File: src/rtl/io_request_arbiter.sv
// Round-robin arbiter sharing the non-cached I/O bus among the cores' I/O request ports.
// A grant in cycle N drives the bus in N+1; read data is sampled at the end of N+2 and a
// tagged response (core, thread, value) is broadcast in N+3.
module io_request_arbiter #(
  parameter int unsigned NUM_REQUESTERS   = 4,
  parameter int unsigned THREADS_PER_CORE = 4,
  parameter int unsigned THREAD_IDX_WIDTH = $clog2(THREADS_PER_CORE)
) (
  input  logic                                       clk,
  input  logic                                       reset,
  input  logic [NUM_REQUESTERS-1:0]                  ioreq_valid,
  input  logic [NUM_REQUESTERS-1:0]                  ioreq_store,
  input  logic [NUM_REQUESTERS*THREAD_IDX_WIDTH-1:0] ioreq_thread_idx,
  input  logic [NUM_REQUESTERS*32-1:0]               ioreq_address,
  input  logic [NUM_REQUESTERS*32-1:0]               ioreq_value,
  output logic [NUM_REQUESTERS-1:0]                  ioreq_ack,
  output logic                                       io_write_en,
  output logic                                       io_read_en,
  output logic [31:0]                                io_address,
  output logic [31:0]                                io_write_data,
  input  logic [31:0]                                io_read_data,
  output logic                                       iorsp_valid,
  output logic [3:0]                                 iorsp_core,
  output logic [THREAD_IDX_WIDTH-1:0]                iorsp_thread_idx,
  output logic [31:0]                                iorsp_read_value
);

  localparam int unsigned PTR_W = (NUM_REQUESTERS > 1) ? $clog2(NUM_REQUESTERS) : 1;

  // Per-requester views of the flattened request buses.
  logic [THREAD_IDX_WIDTH-1:0] req_thread [NUM_REQUESTERS];
  logic [31:0]                 req_addr   [NUM_REQUESTERS];
  logic [31:0]                 req_data   [NUM_REQUESTERS];

  for (genvar gi = 0; gi < NUM_REQUESTERS; gi++) begin : g_unpack
    assign req_thread[gi] = ioreq_thread_idx[gi*THREAD_IDX_WIDTH +: THREAD_IDX_WIDTH];
    assign req_addr[gi]   = ioreq_address[gi*32 +: 32];
    assign req_data[gi]   = ioreq_value[gi*32 +: 32];
  end

  logic [PTR_W-1:0] ptr, ptr_next;
  logic [4:0]       ptr_inc;
  logic [15:0]      valid_ext, ack_ext;
  logic [4:0]       scan_idx;
  logic             grant_any;
  logic [3:0]       grant_idx;

  logic                        sel_store;
  logic [THREAD_IDX_WIDTH-1:0] sel_thread;
  logic [31:0]                 sel_addr, sel_data;

  // Issue stage (bus cycle) and capture stage (read-data cycle) bookkeeping.
  logic                        iss_valid, cap_valid;
  logic                        iss_store, cap_store;
  logic [3:0]                  iss_core, cap_core;
  logic [THREAD_IDX_WIDTH-1:0] iss_thread, cap_thread;

  // Round-robin search upward from the priority pointer, wrapping at NUM_REQUESTERS.
  always_comb begin
    valid_ext = 16'(ioreq_valid);
    ack_ext   = '0;
    grant_any = 1'b0;
    grant_idx = '0;
    scan_idx  = '0;
    if (!reset) begin
      for (int i = 0; i < NUM_REQUESTERS; i++) begin
        scan_idx = 5'(ptr) + 5'(i);
        if (scan_idx >= 5'(NUM_REQUESTERS)) scan_idx = scan_idx - 5'(NUM_REQUESTERS);
        if (!grant_any && valid_ext[scan_idx[3:0]]) begin
          grant_any = 1'b1;
          grant_idx = scan_idx[3:0];
        end
      end
    end
    ack_ext[grant_idx] = grant_any;
  end

  assign ioreq_ack = ack_ext[NUM_REQUESTERS-1:0];

  // Mux out the granted request's fields.
  always_comb begin
    sel_store  = 1'b0;
    sel_thread = '0;
    sel_addr   = '0;
    sel_data   = '0;
    for (int j = 0; j < NUM_REQUESTERS; j++) begin
      if (grant_idx == 4'(j)) begin
        sel_store  = ioreq_store[j];
        sel_thread = req_thread[j];
        sel_addr   = req_addr[j];
        sel_data   = req_data[j];
      end
    end
  end

  // Pointer moves just past the winner; held when nothing is granted.
  always_comb begin
    ptr_inc = 5'(grant_idx) + 5'd1;
    if (ptr_inc >= 5'(NUM_REQUESTERS)) ptr_inc = '0;
    ptr_next = grant_any ? ptr_inc[PTR_W-1:0] : ptr;
  end

  // Priority pointer register.
  always_ff @(posedge clk or posedge reset) begin
    if (reset) begin
      ptr <= '0;
    end else begin
      ptr <= ptr_next;
    end
  end

  // Bus outputs: strobes every cycle, address/data only on a grant.
  always_ff @(posedge clk or posedge reset) begin
    if (reset) begin
      io_write_en   <= 1'b0;
      io_read_en    <= 1'b0;
      io_address    <= '0;
      io_write_data <= '0;
    end else begin
      io_write_en <= grant_any & sel_store;
      io_read_en  <= grant_any & ~sel_store;
      if (grant_any) begin
        io_address    <= sel_addr;
        io_write_data <= sel_data;
      end
    end
  end

  // Tag pipeline: issue stage then capture stage, tracking the bus transaction.
  always_ff @(posedge clk or posedge reset) begin
    if (reset) begin
      iss_valid  <= 1'b0;
      iss_store  <= 1'b0;
      iss_core   <= '0;
      iss_thread <= '0;
      cap_valid  <= 1'b0;
      cap_store  <= 1'b0;
      cap_core   <= '0;
      cap_thread <= '0;
    end else begin
      iss_valid  <= grant_any;
      iss_store  <= sel_store;
      iss_core   <= grant_idx;
      iss_thread <= sel_thread;
      cap_valid  <= iss_valid;
      cap_store  <= iss_store;
      cap_core   <= iss_core;
      cap_thread <= iss_thread;
    end
  end

  // Response: read data sampled in the capture cycle; stores answer with zero.
  always_ff @(posedge clk or posedge reset) begin
    if (reset) begin
      iorsp_valid      <= 1'b0;
      iorsp_core       <= '0;
      iorsp_thread_idx <= '0;
      iorsp_read_value <= '0;
    end else begin
      iorsp_valid      <= cap_valid;
      iorsp_core       <= cap_core;
      iorsp_thread_idx <= cap_thread;
      iorsp_read_value <= (cap_valid && !cap_store) ? io_read_data : 32'h0;
    end
  end

endmodule

File: config.mk
export PLATFORM = sky130hd
export DESIGN_NAME = io_request_arbiter
export DESIGN_NICKNAME = d
export VERILOG_FILES = /design/src/rtl/io_request_arbiter.sv
export SDC_FILE = /design/constraint.sdc
export NUM_CORES = 1
export LEC_CHECK = 0
export ABC_AREA = 1
export CORE_AREA = 3 3 159 161
export CTS_CLUSTER_SIZE = 10
export DETAILED_ROUTE_END_ITERATION = 8
export DIE_AREA = 0 0 162 164
export PLACE_DENSITY = 0.78
export SYNTH_ARGS = -nofsm -noshare
export SYNTH_HDL_FRONTEND = slang
export SYNTH_SLANG_ARGS = --single-unit
File: constraint.sdc
create_clock -name clk -period 6.5 [get_ports clk]
set_input_delay 0.975 -clock clk [delete_from_list [all_inputs] [get_ports clk]]
set_output_delay 0.975 -clock clk [all_outputs]
set_load 0.1 [all_outputs]
==> out/qor.csv <==
metric,value,unit
Residual DRC,0,
Final Hold Viols,0,
setup TNS,0,ps
VDD IR max,0.535,mV
DRT iter0 DRCs,827,
launch point of the worst path,ptr[0]$_DFFE_PP0P_,
DPL Wire Length,23300,µm
most frequent cells in the layout,"nand2_1 (495), clkdlybuf4s50_1 (410), inv_1 (236), nor2_1 (175), nand3_1 (144)",
largest net degree at the start of global routing,101,
Critical R2R Capture,io_write_data[1]$_DFFE_PP0P_,
postcts setup bufs,0,
IO Pins,415,
maximum clock rate,0.203,GHz
GR Util All Layers,25.2,%
fillers,2309,
Resize count post-CTS,0,
slowest CP cell,buf_4,
"commonest non-fill, non-tap cell in the layout",nand2_1,
Worst EP arrival,3960,ps
Sink Count,123,
Final Cycle Share,75.9,%
Clock Skew,10.3,ps
Setup WS pre-CTS,1270,ps
vias in the first global route,10058,
multi-input logic area,4420,µm²
Critical Path Most Common Cell,nand2_1,
Antenna Nets Post-Route,0,
Synth Instances,1437,
CP cell instances,"inv_2, ha_1, inv_1, nand3_1, inv_1, nor2_2, nand2_1, nand3_1, nand2_1, nor2_4, buf_4, ha_4, nand2_1, nor2_1, buf_4",
die area,26600,µm²
initial cell density of the core,36.9,%
Register Area,3080,µm²
root buffer cell,clkbuf_16,
# setup viols final,0,
Crit. End Element,output port,
CTS tree,done,
CORE AREA,24100,µm²
FF-to-FF Start,ptr[0]$_DFFE_PP0P_,
Slew Limit Headroom,24.0,%
static leakage,7.42,nW
initial antenna violation count,1,
kind of critical path,flop to output port,
proportion of layout cells with a drive suffix above 1,3.84,%
r2r setup slk,1610,ps
Worst Hold Class,flop to flop,
grt total ovfl,0,
ANT cells,0,
via/cell ratio,4.88,
Post-Route WL,34500,µm
clock latency on the worst-skew pair,410,ps
CTS Hold Bufs,0,
die width,162,µm
Syn Area/Cell,6.18,µm²
Final Worst Setup Slack,1570,ps
# Max-Cap Violations,0,
GPL Wtd Cong,0.904,
final slew viol count,0,
Critical Path RT,5520,ps
post-synthesis sequential area ratio,34.6,%
router iterations before antenna repair,7,
Yosys warning count,0,
Synth-to-Final Area Change,54.3,%
syn_nets,1750,
synth unique cells,26,
final net count,2095,
Post-Syn Area,8890,µm²
first-pass GRT wire length,53300,µm
Tightest Pin Transition,1140,ps
Yosys reg bits,123,
port buffer count,414,
Setup crit end,ioreq_ack[1],
routed len/inst,16.3,µm
clock period minus worst slack,4930,ps
Site Rows,57,
htree depth,4,
crit-path max cell delay,660,ps
worst-path fanout max,68,
cells on worst reg2reg path,21,
final core utilization,56.9,%
Via Count,10350,
RSZ-0062 raised after global routing,no,
PwrDens,603,nW/µm²
Final Power,8.26,mW
Longest Clk Path Bufs,2,
CTS Buf Count,17,
startpoint class of the critical path,flop,
"Clk pin slew, worst setup/hold paths",70,ps
outcome,finished clean,
Die Height,164,µm
flip-flops by register name (all words and copies together) (netlist names):
name and cells:
iorsp_read_value 32, cap_valid 1, iorsp_thread_idx 2, iss_core 4
iss_thread 2, iorsp_valid 1, iss_store 1, io_address 32
io_write_data 32, iss_valid 1, io_write_en 1, io_read_en 1
ptr 2, cap_core 4, iorsp_core 4, cap_thread 2
cap_store 1
layer usage:
metal | vias up | track usage, % | share of wire, %
met2 | 490 | 43.2 | 48
met1 | 4721 | 29.6 | 38
met5 | - | 0 | 0.038
met3 | 88 | 6.91 | 8.9
met4 | 2 | 11.4 | 4.3
li1 | 5049 | - | -
cell usage after synthesis:
cell      instances  area share (%)
dfrtp_1         123              35
a21boi_0         39             3.3
nand2_2           2            0.14
buf_6             6            0.76
clkinv_1          1           0.042
o21ai_0           3            0.17
clkbuf_1         24             1.0
nand3_1         144             8.1
a21boi_1         25             2.1
nand3_4           1            0.20
inv_1           237              10
buf_2            50             2.8
nor2_1          175             7.4
nor3_1            2            0.11
buf_4            13             1.1
nand2_1         496              21
inv_2             2           0.085
nand3_2           1            0.11
ha_1              7            0.99
nand4_1          64             4.5
o21ai_2           2            0.20
nor2_4            2            0.25
buf_1             9            0.38
nand3b_1          2            0.17
nor2_2            5            0.35
a21oi_1           2            0.11
power breakdown:
part | internal (mW) | leakage [nW] | switching, mW
clock | 0.651 | 0.310 | 0.395
sequential | 1.06 | 1.59 | 0.146
combinational | 1.58 | 5.52 | 4.43
total | 3.30 | 7.42 | 4.97
how the worst min path moves through the flow:
stage / slack [ps] / start / endpoint / cells past startpoint
5_1_grt: 360 / iss_store$_DFF_PP0_ / cap_store$_DFF_PP0_ / 0
6_report: 340 / cap_thread[0]$_DFF_PP0_ / iorsp_thread_idx[0]$_DFF_PP0_ / 0
3_3_place_gp: 330 / iss_valid$_DFF_PP0_ / cap_valid$_DFF_PP0_ / 0
4_1_cts: 340 / cap_thread[0]$_DFF_PP0_ / iorsp_thread_idx[0]$_DFF_PP0_ / 0
3_5_place_dp: 330 / cap_thread[0]$_DFF_PP0_ / iorsp_thread_idx[0]$_DFF_PP0_ / 0
2_1_floorplan: 330 / iss_core[0]$_DFF_PP0_ / cap_core[0]$_DFF_PP0_ / 0
worst max-delay path, delay by kind of cell, from the launching register on:
kind	cells	cell delay [ps]
and+or+nand+nor	8	1070
buffers and inverters	5	1290
DFF	1	530
adders and majority gates	2	610
final cells by class:
type,count,share of cell area [%]
Multi-Input combinational cell,972,32.2
Inverter,240,6.60
Clock buffer,17,3.10
Tap cell,324,2.96
Sequential cell,123,22.4
Timing Repair Buffer,428,31.1
Clock inverter,15,1.56
stage by stage:
step | area (µm²) | cells | hold WS, ps
3_5_place_dp | 13100 | 2087 | 335
3_3_place_gp | 13100 | 2087 | 332
5_1_grt | 13700 | 2119 | 356
6_report | 13700 | 2119 | 338
4_1_cts | 13700 | 2119 | 342
2_1_floorplan | 8900 | 1437 | 331
cells by family (layout without fill, tap and decap cells):
| group | after synthesis | after routing | synth area share (%) |
|---|---|---|---|
| flip-flops | 123 | 123 | 34.6 |
| AO/OA/AOI/OAI | 71 | 71 | 5.88 |
| adder cells (fa/ha/maj) | 7 | 7 | 0.985 |
| buffers and inverters | 342 | 700 | 16.2 |
| AND/OR/NAND/NOR | 894 | 894 | 42.3 |
(Power assumes the default switching activity.)
==> variant (same flow settings) <==
Set the parameter `NUM_REQUESTERS` to 2 (it was 4).
--- a/src/rtl/io_request_arbiter.sv
+++ b/src/rtl/io_request_arbiter.sv
@@ -2,7 +2,7 @@
 // A grant in cycle N drives the bus in N+1; read data is sampled at the end of N+2 and a
 // tagged response (core, thread, value) is broadcast in N+3.
 module io_request_arbiter #(
-  parameter int unsigned NUM_REQUESTERS   = 4,
+  parameter int unsigned NUM_REQUESTERS   = 2,
   parameter int unsigned THREADS_PER_CORE = 4,
   parameter int unsigned THREAD_IDX_WIDTH = $clog2(THREADS_PER_CORE)
 ) (
Ports: changed (6 resized); port bits go from 415 to 277. No check against the original RTL was run, so the function may have changed too.
==> variant against the unedited design <==
- global-route usage decreased by 13 points
- first-iteration DRC count decreased by 68%
- largest cell class is now registers
- setup slack improved by 1.1 ns
- highest routed layer is now met4
- worst hold slack improved by 0.0036 ns
- sequential cell count decreased by 10
- combinational power decreased by 83%
- total power decreased by 67%
- synthesized area decreased by 42%
- design area decreased by 37%
- utilization decreased by 21 points
- routed wire length decreased by 50%
- non-clock buffer count decreased by 150
- die area unchanged
==> variant: results (changes against the unedited design) <==
- HP Start: iss_store$_DFF_PP0_
- NumNets Final: 1087 (-48%)
- Placed cells: 1222 (-41%)
- Post-Synthesis Cells: 659 (-54%)
- Sequential element share of the synthesized area: 54.7% (+20 points)
- Worst stage delay on the critical path: 0.80 ns (+0.14 ns)
- Share of cells above drive strength 1: 5.16% (+1.3 points)
- Dpl hpwl: 12400 microns (-47%)
- Rel. slew slack: 23.9% (-0.051 points)
- Slowest stage cell, crit path: clkdlybuf4s50_1
- Largest net degree at the start of global routing: 82 (-19%)
- RD Place Congestion: 0.792 (-12%)
- Initial DRC count: 268 (-68%)
- All-layer global routing usage: 12.7% (-13 points)
- Total wire length: 17100 microns (-50%)
- Via-to-Cell Ratio: 4.05 (-17%)
- Status: completed
- Critical path origin: ioreq_valid[1]
- Synth cell count leaders: nand2_1 (275), dfrtp_1 (113), inv_1 (91)
- Max layer used: met4
- First-pass GRT wire length: 26300 microns (-51%)
- Crit-path max FO: 56 (-18%)
- Leakage power: 4.45 nW (-40%)
- Input/output buffers: 273 (-34%)
- Met3 wire length: 1160 microns (-62%)
- Synth cell types: 17 (-35%)
- Vias in the first global route: 5114 (-49%)
- Peak supply drop: 0.000132 V (-75%)
- Place WS: 2.60 ns (+1.33 ns)
- Synth top area cells: dfrtp_1 (55%), nand2_1 (20%), nand3_1 (7.6%)
==> variant: changes by cell type in the layout (fill, tap and decap cells not counted), moves of 10 or more <==
| cell | unedited run | this run |
|---|---|---|
| nand3_1 | 144 | 78 |
| clkdlybuf4s50_1 | 410 | 271 |
| nor2_1 | 175 | 34 |
| nand2_1 | 495 | 275 |
| inv_1 | 236 | 91 |
| a21boi_0 | 39 | 0 |
| a21boi_1 | 25 | 0 |
| nand4_1 | 64 | 16 |
| dfrtp_1 | 123 | 113 |
==> variant: final timing paths <==
check | slack [ns] | depth (start not counted) | endpoint
worst min register to register | 0.34 | 0 | cap_store$_DFF_PP0_
max in group asynchronous | 4.15 | 3 | io_write_data[21]$_DFFE_PP0P_
worst max register to register | 4.43 | 8 | io_address[25]$_DFFE_PP0P_
worst min-delay path | 0.34 | 0 | cap_store$_DFF_PP0_
worst max-delay path | 2.62 | 5 | ioreq_ack[1]
min in group asynchronous | 1.09 | 2 | io_write_data[6]$_DFFE_PP0P_
==> variant: final cells by class <==
type	count	area, sq um
fillers	2484	15500
clock buffers	18	439
flip-flops and latches	113	2830
well taps	324	405
inverters	93	354
repair buffers	278	2770
multi-input cells	414	1730
clock inverters	14	129
==> variant: worst register-to-register path, stage by stage, from the launching register on <==
cell and delay, ns:
dfrtp_1 0.32, inv_1 0.06, nand2_2 0.27, nand2_2 0.29, nand2_2 0.20, buf_4 0.51, nand2_1 0.14, nand2_1 0.10
nand2_1 0.06
==> variant: routing by layer <==
| metal | track usage (%) | vias to the layer above |
|---|---|---|
| met5 | 0 | - |
| met1 | 15.5 | 2349 |
| met4 | 4.81 | 0 |
| met2 | 21.0 | 215 |
| li1 | - | 2488 |
| met3 | 3.83 | 29 |
==> variant: cells by family after synthesis <==
kind of cell,share of synthesized area (%)
AND/OR/NAND/NOR,33.1
buffers and inverters,11.9
flip-flops,54.7
AO/OA/AOI/OAI,0.0968
other,0.0726
==> variant: where the power goes <==
part | switching (mW) | internal [mW]
clock network | 0.353 | 0.540
logic | 0.758 | 0.267
registers | 0.0406 | 0.783
==> variant: stage by stage <==
step | area (sq um) | utilization, %
floorplan | 5170 | -
global placement | 8080 | 33.5
detailed placement | 8080 | 33.5
CTS | 8650 | 35.9
global route | 8650 | 35.9
finish | 8650 | 35.9
